**src/rtl/dvi_pkg.sv**
```systemverilog
// rtl/dvi_pkg.sv - shared types and constants for the DVI transmitter init sequencer
package dvi_pkg;

    // CH7301 7-bit slave address (0xEC as the write byte)
    localparam logic [6:0] CH7301_DEV_ADDR = 7'h76;

    // Default timing at 125 MHz: 1 ms power-up wait, 100 us retry gap
    localparam int PWR_DELAY_125M = 125000;
    localparam int RETRY_GAP_125M = 12500;

    // Delay/gap counter width, large enough for the longer of the two waits
    localparam int CNT_W = 17;

    typedef enum logic [3:0] {
        ST_IDLE,
        ST_PWR_WAIT,
        ST_FETCH,
        ST_LATCH,
        ST_ISSUE,
        ST_WAIT_ACK,
        ST_GAP,
        ST_FINISH,
        ST_FAIL
    } state_t;

endpackage

```
**src/rtl/dvi_init_sequencer_if.sv**
```systemverilog
// rtl/dvi_init_sequencer_if.sv - register-write request channel to the shared I2C write engine
interface dvi_init_sequencer_if;

    logic       req;
    logic [6:0] dev;
    logic [7:0] reg_addr;
    logic [7:0] data;
    logic       ack;
    logic       nack;

    modport master (
        output req,
        output dev,
        output reg_addr,
        output data,
        input  ack,
        input  nack
    );

    modport slave (
        input  req,
        input  dev,
        input  reg_addr,
        input  data,
        output ack,
        output nack
    );

endinterface

```
**src/rtl/dvi_init_delay_cnt.sv**
```systemverilog
// rtl/dvi_init_delay_cnt.sv - loadable down-counter with zero flag, shared by power-up wait and retry gap
module dvi_init_delay_cnt
    import dvi_pkg::*;
#(
    parameter int W = CNT_W
) (
    input  logic         clk,
    input  logic         rst,
    input  logic         load,
    input  logic [W-1:0] load_val,
    input  logic         dec,
    output logic         zero
);

    logic [W-1:0] cnt;

    // Load has priority; decrement saturates at zero so the flag stays put
    always_ff @(posedge clk) begin
        if (rst) begin
            cnt <= '0;
        end else if (load) begin
            cnt <= load_val;
        end else if (dec && (cnt != '0)) begin
            cnt <= cnt - 1'b1;
        end
    end

    assign zero = (cnt == '0);

endmodule

```
**src/rtl/dvi_init_sequencer.sv**
```systemverilog
// rtl/dvi_init_sequencer.sv - walks the DVI transmitter register-init table and issues I2C writes
module dvi_init_sequencer
    import dvi_pkg::*;
#(
    parameter logic [6:0] I2C_DEV_ADDR = CH7301_DEV_ADDR,
    parameter int         N_ENTRIES    = 16,
    parameter int         TBL_AW       = 5,
    parameter int         PWR_DELAY    = PWR_DELAY_125M,
    parameter int         MAX_RETRY    = 3,
    parameter int         RETRY_GAP    = RETRY_GAP_125M
) (
    input  logic                 clk,
    input  logic                 rst,
    input  logic                 start,
    output logic [TBL_AW-1:0]    tbl_addr,
    input  logic [15:0]          tbl_data,
    dvi_init_sequencer_if.master xfer,
    output logic                 busy,
    output logic                 done,
    output logic                 error,
    output logic [TBL_AW-1:0]    err_index
);

    localparam logic [TBL_AW-1:0] LAST_ADDR = TBL_AW'(N_ENTRIES - 1);

    state_t     state;
    logic [1:0] retry;
    logic       req_q;
    logic [7:0] reg_q;
    logic [7:0] data_q;

    logic             ack_take;
    logic             retry_ok;
    logic             cnt_load;
    logic [CNT_W-1:0] cnt_val;
    logic             cnt_dec;
    logic             cnt_zero;

    // REQ rises on entry to ISSUE, so an ACK in ISSUE is the one coincident
    // with the rising edge and is accepted; an ACK anywhere else is stray
    assign ack_take = xfer.ack && req_q && ((state == ST_ISSUE) || (state == ST_WAIT_ACK));
    assign retry_ok = (int'(retry) < MAX_RETRY);
    assign cnt_dec  = (state == ST_PWR_WAIT) || (state == ST_GAP);

    // Pick which wait the shared counter is loaded for
    always_comb begin
        cnt_load = 1'b0;
        cnt_val  = CNT_W'(RETRY_GAP - 1);
        if ((state == ST_IDLE) && start) begin
            cnt_load = 1'b1;
            cnt_val  = CNT_W'(PWR_DELAY - 1);
        end else if (ack_take && xfer.nack && retry_ok) begin
            cnt_load = 1'b1;
        end
    end

    dvi_init_delay_cnt #(.W(CNT_W)) u_delay_cnt (
        .clk      (clk),
        .rst      (rst),
        .load     (cnt_load),
        .load_val (cnt_val),
        .dec      (cnt_dec),
        .zero     (cnt_zero)
    );

    // Sequencer FSM with registered table address, request payload and status
    always_ff @(posedge clk) begin
        if (rst) begin
            state     <= ST_IDLE;
            retry     <= 2'd0;
            tbl_addr  <= '0;
            req_q     <= 1'b0;
            reg_q     <= 8'h00;
            data_q    <= 8'h00;
            busy      <= 1'b0;
            done      <= 1'b0;
            error     <= 1'b0;
            err_index <= '0;
        end else begin
            case (state)
                ST_IDLE: begin
                    if (start) begin
                        done  <= 1'b0;
                        error <= 1'b0;
                        busy  <= 1'b1;
                        state <= ST_PWR_WAIT;
                    end
                end
                ST_PWR_WAIT: begin
                    if (cnt_zero) begin
                        tbl_addr <= '0;
                        state    <= ST_FETCH;
                    end
                end
                ST_FETCH: begin
                    state <= ST_LATCH;
                end
                ST_LATCH: begin
                    reg_q  <= tbl_data[15:8];
                    data_q <= tbl_data[7:0];
                    retry  <= 2'd0;
                    req_q  <= 1'b1;
                    state  <= ST_ISSUE;
                end
                ST_ISSUE, ST_WAIT_ACK: begin
                    if (ack_take) begin
                        req_q <= 1'b0;
                        if (!xfer.nack) begin
                            if (tbl_addr == LAST_ADDR) begin
                                state <= ST_FINISH;
                            end else begin
                                tbl_addr <= tbl_addr + 1'b1;
                                state    <= ST_FETCH;
                            end
                        end else if (retry_ok) begin
                            retry <= retry + 2'd1;
                            state <= ST_GAP;
                        end else begin
                            err_index <= tbl_addr;
                            state     <= ST_FAIL;
                        end
                    end else begin
                        state <= ST_WAIT_ACK;
                    end
                end
                ST_GAP: begin
                    if (cnt_zero) begin
                        req_q <= 1'b1;
                        state <= ST_ISSUE;
                    end
                end
                ST_FINISH: begin
                    done  <= 1'b1;
                    busy  <= 1'b0;
                    state <= ST_IDLE;
                end
                ST_FAIL: begin
                    error <= 1'b1;
                    busy  <= 1'b0;
                    state <= ST_IDLE;
                end
                default: begin
                    state <= ST_IDLE;
                end
            endcase
        end
    end

    assign xfer.req      = req_q;
    assign xfer.dev      = I2C_DEV_ADDR;
    assign xfer.reg_addr = reg_q;
    assign xfer.data     = data_q;

endmodule

```
**src/flat_wrapper.sv**
```systemverilog
// flat-port wrapper written by rule: the top's interface ports become plain ports
module dvi_init_sequencer_flat import dvi_pkg::*;
#(
    parameter logic [6:0] I2C_DEV_ADDR = CH7301_DEV_ADDR,
    parameter int         N_ENTRIES    = 16,
    parameter int         TBL_AW       = 5,
    parameter int         PWR_DELAY    = PWR_DELAY_125M,
    parameter int         MAX_RETRY    = 3,
    parameter int         RETRY_GAP    = RETRY_GAP_125M
)
  (clk, rst, start, tbl_addr, tbl_data, busy, done, error, err_index, xfer_req, xfer_dev, xfer_reg_addr, xfer_data, xfer_ack, xfer_nack);
  dvi_init_sequencer_if xfer_i ();
  input  logic clk;
  input  logic rst;
  input  logic start;
  output logic [TBL_AW-1:0] tbl_addr;
  input  logic [15:0] tbl_data;
  output logic busy;
  output logic done;
  output logic error;
  output logic [TBL_AW-1:0] err_index;
  output wire logic [$bits(xfer_i.req)-1:0] xfer_req;
  output wire logic [$bits(xfer_i.dev)-1:0] xfer_dev;
  output wire logic [$bits(xfer_i.reg_addr)-1:0] xfer_reg_addr;
  output wire logic [$bits(xfer_i.data)-1:0] xfer_data;
  input wire logic [$bits(xfer_i.ack)-1:0] xfer_ack;
  input wire logic [$bits(xfer_i.nack)-1:0] xfer_nack;
  assign xfer_req = xfer_i.req;
  assign xfer_dev = xfer_i.dev;
  assign xfer_reg_addr = xfer_i.reg_addr;
  assign xfer_data = xfer_i.data;
  assign xfer_i.ack = xfer_ack;
  assign xfer_i.nack = xfer_nack;
  dvi_init_sequencer #(.I2C_DEV_ADDR(I2C_DEV_ADDR), .N_ENTRIES(N_ENTRIES), .TBL_AW(TBL_AW), .PWR_DELAY(PWR_DELAY), .MAX_RETRY(MAX_RETRY), .RETRY_GAP(RETRY_GAP)) u_core (.clk(clk), .rst(rst), .start(start), .tbl_addr(tbl_addr), .tbl_data(tbl_data), .xfer(xfer_i), .busy(busy), .done(done), .error(error), .err_index(err_index));
endmodule
```
**config.mk**
```make
export PLATFORM = sky130hd
export DESIGN_NAME = dvi_init_sequencer_flat
export DESIGN_NICKNAME = d
export VERILOG_FILES = /design/src/rtl/dvi_pkg.sv /design/src/rtl/dvi_init_sequencer_if.sv /design/src/rtl/dvi_init_delay_cnt.sv /design/src/rtl/dvi_init_sequencer.sv /design/src/flat_wrapper.sv
export SDC_FILE = /design/constraint.sdc
export NUM_CORES = 1
export LEC_CHECK = 0
export ABC_AREA = 1
export CORE_MARGIN = 10
export CORE_UTILIZATION = 50
export DETAILED_ROUTE_END_ITERATION = 7
export PLACE_DENSITY = 0.82
export SLEW_MARGIN = 15
export SYNTH_ARGS = -nofsm -noshare
export SYNTH_HDL_FRONTEND = slang
export SYNTH_HIERARCHICAL = 1
export SYNTH_SLANG_ARGS = --single-unit
export TNS_END_PERCENT = 100
```
**constraint.sdc**
```tcl
create_clock -name clk -period 2.26 [get_ports clk]
set_input_delay 0.678 -clock clk [delete_from_list [all_inputs] [get_ports clk]]
set_output_delay 0.678 -clock clk [all_outputs]
set_load 0.03 [all_outputs]
```
# ---- Yosys cells after proc, flatten, opt, wreduce, memory -nomap -nowiden
# Index checks and enable logic that the tools add are counted.
dict set report word_totals {
  ff_bits 53
  inputBits 21
  output_inout_bits 37
  wordCells 91
}
dict set report classes {
  addsub 3
  n_lt_le_gt_ge 1
  n_eq_ne 17
  n_mux 30
  n_bitwise 1
  reduce_logical 28
}
# cell n
set op_table {}
lappend op_table {{$mux W17} 3}
lappend op_table {{$mux W4} 6}
lappend op_table {{$pmux W4 S6} 1}
lappend op_table {{$mux W5} 4}
lappend op_table {{$logic_not A17 Y1} 1}
lappend op_table {{$reduce_bool A17 Y1} 1}
lappend op_table {{$sub A17 B1 Y17 const B} 1}
lappend op_table {{$eq A4 B3 Y1 const B} 4}
lappend op_table {{$reduce_bool A2 Y1} 6}
lappend op_table {{$pmux W5 S2} 1}
lappend op_table {{$eq A4 B2 Y1 const B} 2}
lappend op_table {{$ne A2 B1 Y1 const B} 4}
lappend op_table {{$ne A2 B2 Y1 const B} 4}
lappend op_table {{$reduce_and A4 Y1} 2}
lappend op_table {{$logic_and A1 B1 Y1} 6}
lappend op_table {{$mux W1} 6}
lappend op_table {{$mux W2} 3}
lappend op_table {{$pmux W1 S2} 3}
lappend op_table {{$reduce_and A2 Y1} 3}
lappend op_table {{$reduce_and A3 Y1} 2}
lappend op_table {{$add A5 B1 Y5 const B} 1}
lappend op_table {{$eq A5 B4 Y1 const B} 1}
lappend op_table {{$reduce_and A5 Y1} 1}
lappend op_table {{$eq A4 B1 Y1 const B} 1}
lappend op_table {{11 further kinds} 13}

# ---- Logic depth before layout (Yosys ltp)
dict set report depth {
  ltp_word 8
  depth_mapped 13
}

# ---- Modules after synthesis
# Netlist, hierarchy kept.
# module n_inst cells_each area_per_inst_um2 seq_area_each_um2
set by_module_without_submodules {}
lappend by_module_without_submodules {dvi_init_sequencer 1 236 1752.9 720.7}
lappend by_module_without_submodules {dvi_init_delay_cnt 1 200 1187.4 340.3}

# ---- Least setup slack after synthesis
# No wires, ideal clock.
dict set report synth_path {
  path_type {input to register}
  from {input port xfer_ack}
  to {register u_core.u_delay_cnt.cnt[13]}
  arrival_ns 2.030
  required_time_ns 2.132
  path_slack_ns 0.102
  path_stages 12
  n_path_buf 3
  path_cell_list {nand2_1 > nor2_4 > buf_6 > nand3_1 > nand2_1 > clkbuf_1 > inv_2 > clkbuf_1 > nand3_1 > nand2_1 > nor2_1 > nor2_1}
}
dict set report synth_via {
  elab_chain_cells 7
  word_cells_on_any_way 8
  cone_classes {mux: 3; reduce/logical: 5}
}
# item line
set synth_rtl {}
lappend synth_rtl {{start: declaration} flat_wrapper.sv:26} ;# input wire logic [$bits(xfer_i.ack)-1:0] xfer_ack;
lappend synth_rtl {{$logic_and A1 B1 Y1 * (2 in a row)} dvi_init_sequencer.sv:41} ;# assign ack_take = xfer.ack && req_q && ((state == ST_ISSUE) || (state == ST_WAIT_ACK));
lappend synth_rtl {{$logic_and A1 B1 Y1 * (2 in a row)} dvi_init_sequencer.sv:52} ;# end else if (ack_take && xfer.nack && retry_ok) begin
lappend synth_rtl {{$mux W1 *} dvi_init_sequencer.sv:52}
lappend synth_rtl {{$mux W1 *} dvi_init_sequencer.sv:49} ;# if ((state == ST_IDLE) && start) begin
lappend synth_rtl {{via u_core.cnt_load} dvi_init_sequencer.sv:34} ;# logic cnt_load;
lappend synth_rtl {{$mux W17 or $reduce_bool A2 Y1 (tied branches)} n/a}
lappend synth_rtl {{end signal: assignment} dvi_init_delay_cnt.sv:22} ;# cnt <= load_val;
lappend synth_rtl {{end signal: assignment} dvi_init_delay_cnt.sv:24} ;# cnt <= cnt - 1'b1;
lappend synth_rtl {{end: declaration} dvi_init_delay_cnt.sv:15} ;# logic [W-1:0] cnt;
# The timed path passes the listed nets; every way through them passes the cells marked *.
# A chain may end at the register's enable or synchronous reset.

# ---- Worst setup path after layout
dict set report layout_path {
  from {register u_core.tbl_addr[2]}
  to {output port tbl_addr[2]}
}
# item line
set layout_lines {}
lappend layout_lines {{start: declaration} dvi_init_sequencer.sv:15} ;# output logic [TBL_AW-1:0] tbl_addr,
lappend layout_lines {{start signal: assignment} dvi_init_sequencer.sv:112} ;# tbl_addr <= tbl_addr + 1'b1;
lappend layout_lines {{end: declaration} flat_wrapper.sv:16} ;# output logic [TBL_AW-1:0] tbl_addr;
# No word-level cell between the ends.

==> qor.csv <==
metric,value,unit
wl_per_cell,13.00,µm
hold_ws,470.1,ps
clk_latency,300,ps
ff2ff_path_depth,12,
power_leakage,0.001518,µW
cts_tree,built,
antenna_found_initial,0,
grt_overflow,0,
cts_root_buffer,clkbuf_8,
max_stage_delay,720,ps
yosys_warnings,6,
min_path_type,reg -> reg,
hold_end,u_core/error$_SDFFE_PP0P_,
post_cts_resized,0,
yosysSeqAreaShare,36.09,%
antenna_cells,0,
ys_async_sr_fraction,0,%
grt_use_total,15.61,%
path_clk_slew,100,ps
powerDensity,1132,nW/µm²
drc,0,
synth_cell_types,35,
slew_violations,0,
firstDrtPassIters,4,
ant_nets,0,
preCtsSetupSlack,-17.49,ps
timing.final.crit_share,95.40,%
netlist_instances,436,
start_util,52.43,%
grt_max_degree,21,
cp_top_family,buffers and inverters,
grt_pass1_vias,2801,
row_count,27,
worst_ir_drop_vdd,0.5224,mV
path_class,reg -> out,
rr_startpoint,u_core/u_delay_cnt/cnt[0]$_SDFFE_PP0P_,
maxCapViolCount,0,
io_pins,58,
finalPower,4128,µW
die_w,96.69,µm
coreArea,5608,µm²
cts_setup_buffers,0,
period_minus_slack,2156,ps
cts.sinks,53,
drive_gt1_share,10.64,%
layout_commonest_cell,nand2_1,
seq_area,1061,µm²
setup.worst_path.end_class,output port,
hpwl,5679,µm
final_cell_count_no_fill,570,
ys_ff_latch,53,
synthFlopType,dfxtp_1,
r2r-end,u_core/state[1]$_SDFFE_PP0P_,
finalHoldViolCount,0,
viasPerCell,5.028,
fp.dieH,96.69,µm
syn2layout_area_growth,24.00,%
worstSetupStartpoint,u_core/tbl_addr[2]$_SDFFE_PP0P_,
setup_viol,0,
holdCritStartpoint,u_core/error$_SDFFE_PP0P_,
critPathLaunchType,register,
io_buffers,50,
gp_congestion,0.8987,
max_freq,463.8,MHz
dp.cells,562,
totalWireLength,7408,µm
reg2reg_slack,340,ps
die-area,9348,µm²
cp_data_arrival_time,1480,ps
fin_skew,8.095,ps
crit_slowest_cell,clkdlybuf4s50_1,
cp.required,1580,ps
path_cells,clkdlybuf4s50_1,
status,finished clean,
avgSynthCellArea,6.744,µm²
multi_input_area,1649,µm²
path_max_fanout,6,
cts_max_level,2,
netlist_area,2940,µm²
synth_edf_count,0,
drt_iter0_drc,148,
layout_setup_ws,103.9,ps
final_cell_mix,"nand2_1 (94), nor2_1 (79), dfxtp_1 (53)",
rsz0062_at_grt,no,
grt_pass1_wl,12750,µm
dr_total_vias,2866,
cts_buffers,5,
path_buf_inv,1,
num-fill-cells,525,
clock_path_buffers,2,
cts_hold_buffers,0,
layout.nets,523,
holdPathStages,2,
[Yosys cell counts, types with 2 or more instances]
cell / instances / area, µm²
o211ai_1: 2 / 15.01
nand4_1: 6 / 37.54
nor2_2: 3 / 18.77
ha_1: 5 / 62.56
xor2_1: 2 / 17.52
a21oi_1: 28 / 140.1
buf_6: 3 / 33.78
inv_2: 8 / 30.03
nand2_1: 94 / 352.8
o21ai_1: 11 / 55.05
buf_4: 8 / 60.06
nand2_2: 9 / 56.30
o21ai_0: 20 / 100.1
nand3_4: 2 / 35.03
nand3_1: 33 / 165.2
nor3_1: 5 / 25.02
nor2_4: 5 / 56.30
clkbuf_1: 7 / 26.28
dfxtp_1: 53 / 1061
nor2_1: 79 / 296.5
conb_1: 2 / 7.510
or2_2: 2 / 12.51
inv_1: 34 / 127.6
nand3_2: 3 / 30.03
xnor2_1: 2 / 17.52
[layout make-up]
type | count | area share [%]
multi-input cells | 336 | 45.23
flip-flops and latches | 53 | 29.10
repair buffers | 59 | 15.58
inverters | 42 | 4.324
well taps | 72 | 2.471
clock buffers | 6 | 2.265
clock inverters | 2 | 1.030
[where the power goes]
group	switching (µW)	leakage, µW	total (µW)	internal [µW]
Clock	310	0.0000574	671	360
Combinational	1390	0.00103	2150	757
Sequential	186	0.000431	1310	1120
[per-stage QoR]
step	cell area (µm²)	util [%]	setup TNS (ps)
2_1_floorplan	2993	-	0
3_3_place_gp	3526	62.87	0
3_5_place_dp	3526	62.87	-51.49
4_1_cts	3646	65.02	0
5_1_grt	3646	65.02	0
6_report	3646	65.02	0
[layer usage]
metal	share of wire (%)	GRT usage, %
met5	0	0
met1	43	18.24
met4	0.42	4.171
met2	45	24.90
met3	11	7.452
[registers in the layout, summed over array words and instances (netlist names)]
| register | count |
|---|---|
| u_core/done | 1 |
| u_core/error | 1 |
| u_core/xfer.reg_addr | 8 |
| u_core/xfer.req | 1 |
| u_core/state | 4 |
| u_core/busy | 1 |
| u_core/xfer.data | 8 |
| u_core/u_delay_cnt/cnt | 17 |
| u_core/retry | 2 |
| u_core/tbl_addr | 5 |
| u_core/err_index | 5 |
[cell families (layout without fill, tap and decap cells)]
| group | count (synthesis) | count (layout) | synth area share, % |
|---|---|---|---|
| AND/OR/NAND/NOR | 246 | 246 | 38.89 |
| AO/OA/AOI/OAI | 65 | 65 | 11.83 |
| buffers and inverters | 61 | 109 | 9.617 |
| flip-flops | 53 | 53 | 36.09 |
| adder cells (fa/ha/maj) | 5 | 5 | 2.128 |
| XOR/XNOR | 4 | 4 | 1.192 |
| other | 2 | 16 | 0.2554 |
[how the worst max path moves through the flow]
| stage | end | slack [ps] | cells after the start |
|---|---|---|---|
| detailed placement | u_core/u_delay_cnt/cnt[13]$_SDFFE_PP0P_ | -20 | 10 |
| global route | tbl_addr[2] | 30 | 1 |
| finish | tbl_addr[2] | 100 | 1 |
| CTS | tbl_addr[2] | 100 | 1 |
| global placement | u_core/u_delay_cnt/cnt[10]$_SDFFE_PP0P_ | 20 | 9 |
| floorplan | u_core/u_delay_cnt/cnt[13]$_SDFFE_PP0P_ | 100 | 12 |
No activity file was read; power rests on OpenSTA's default activity.
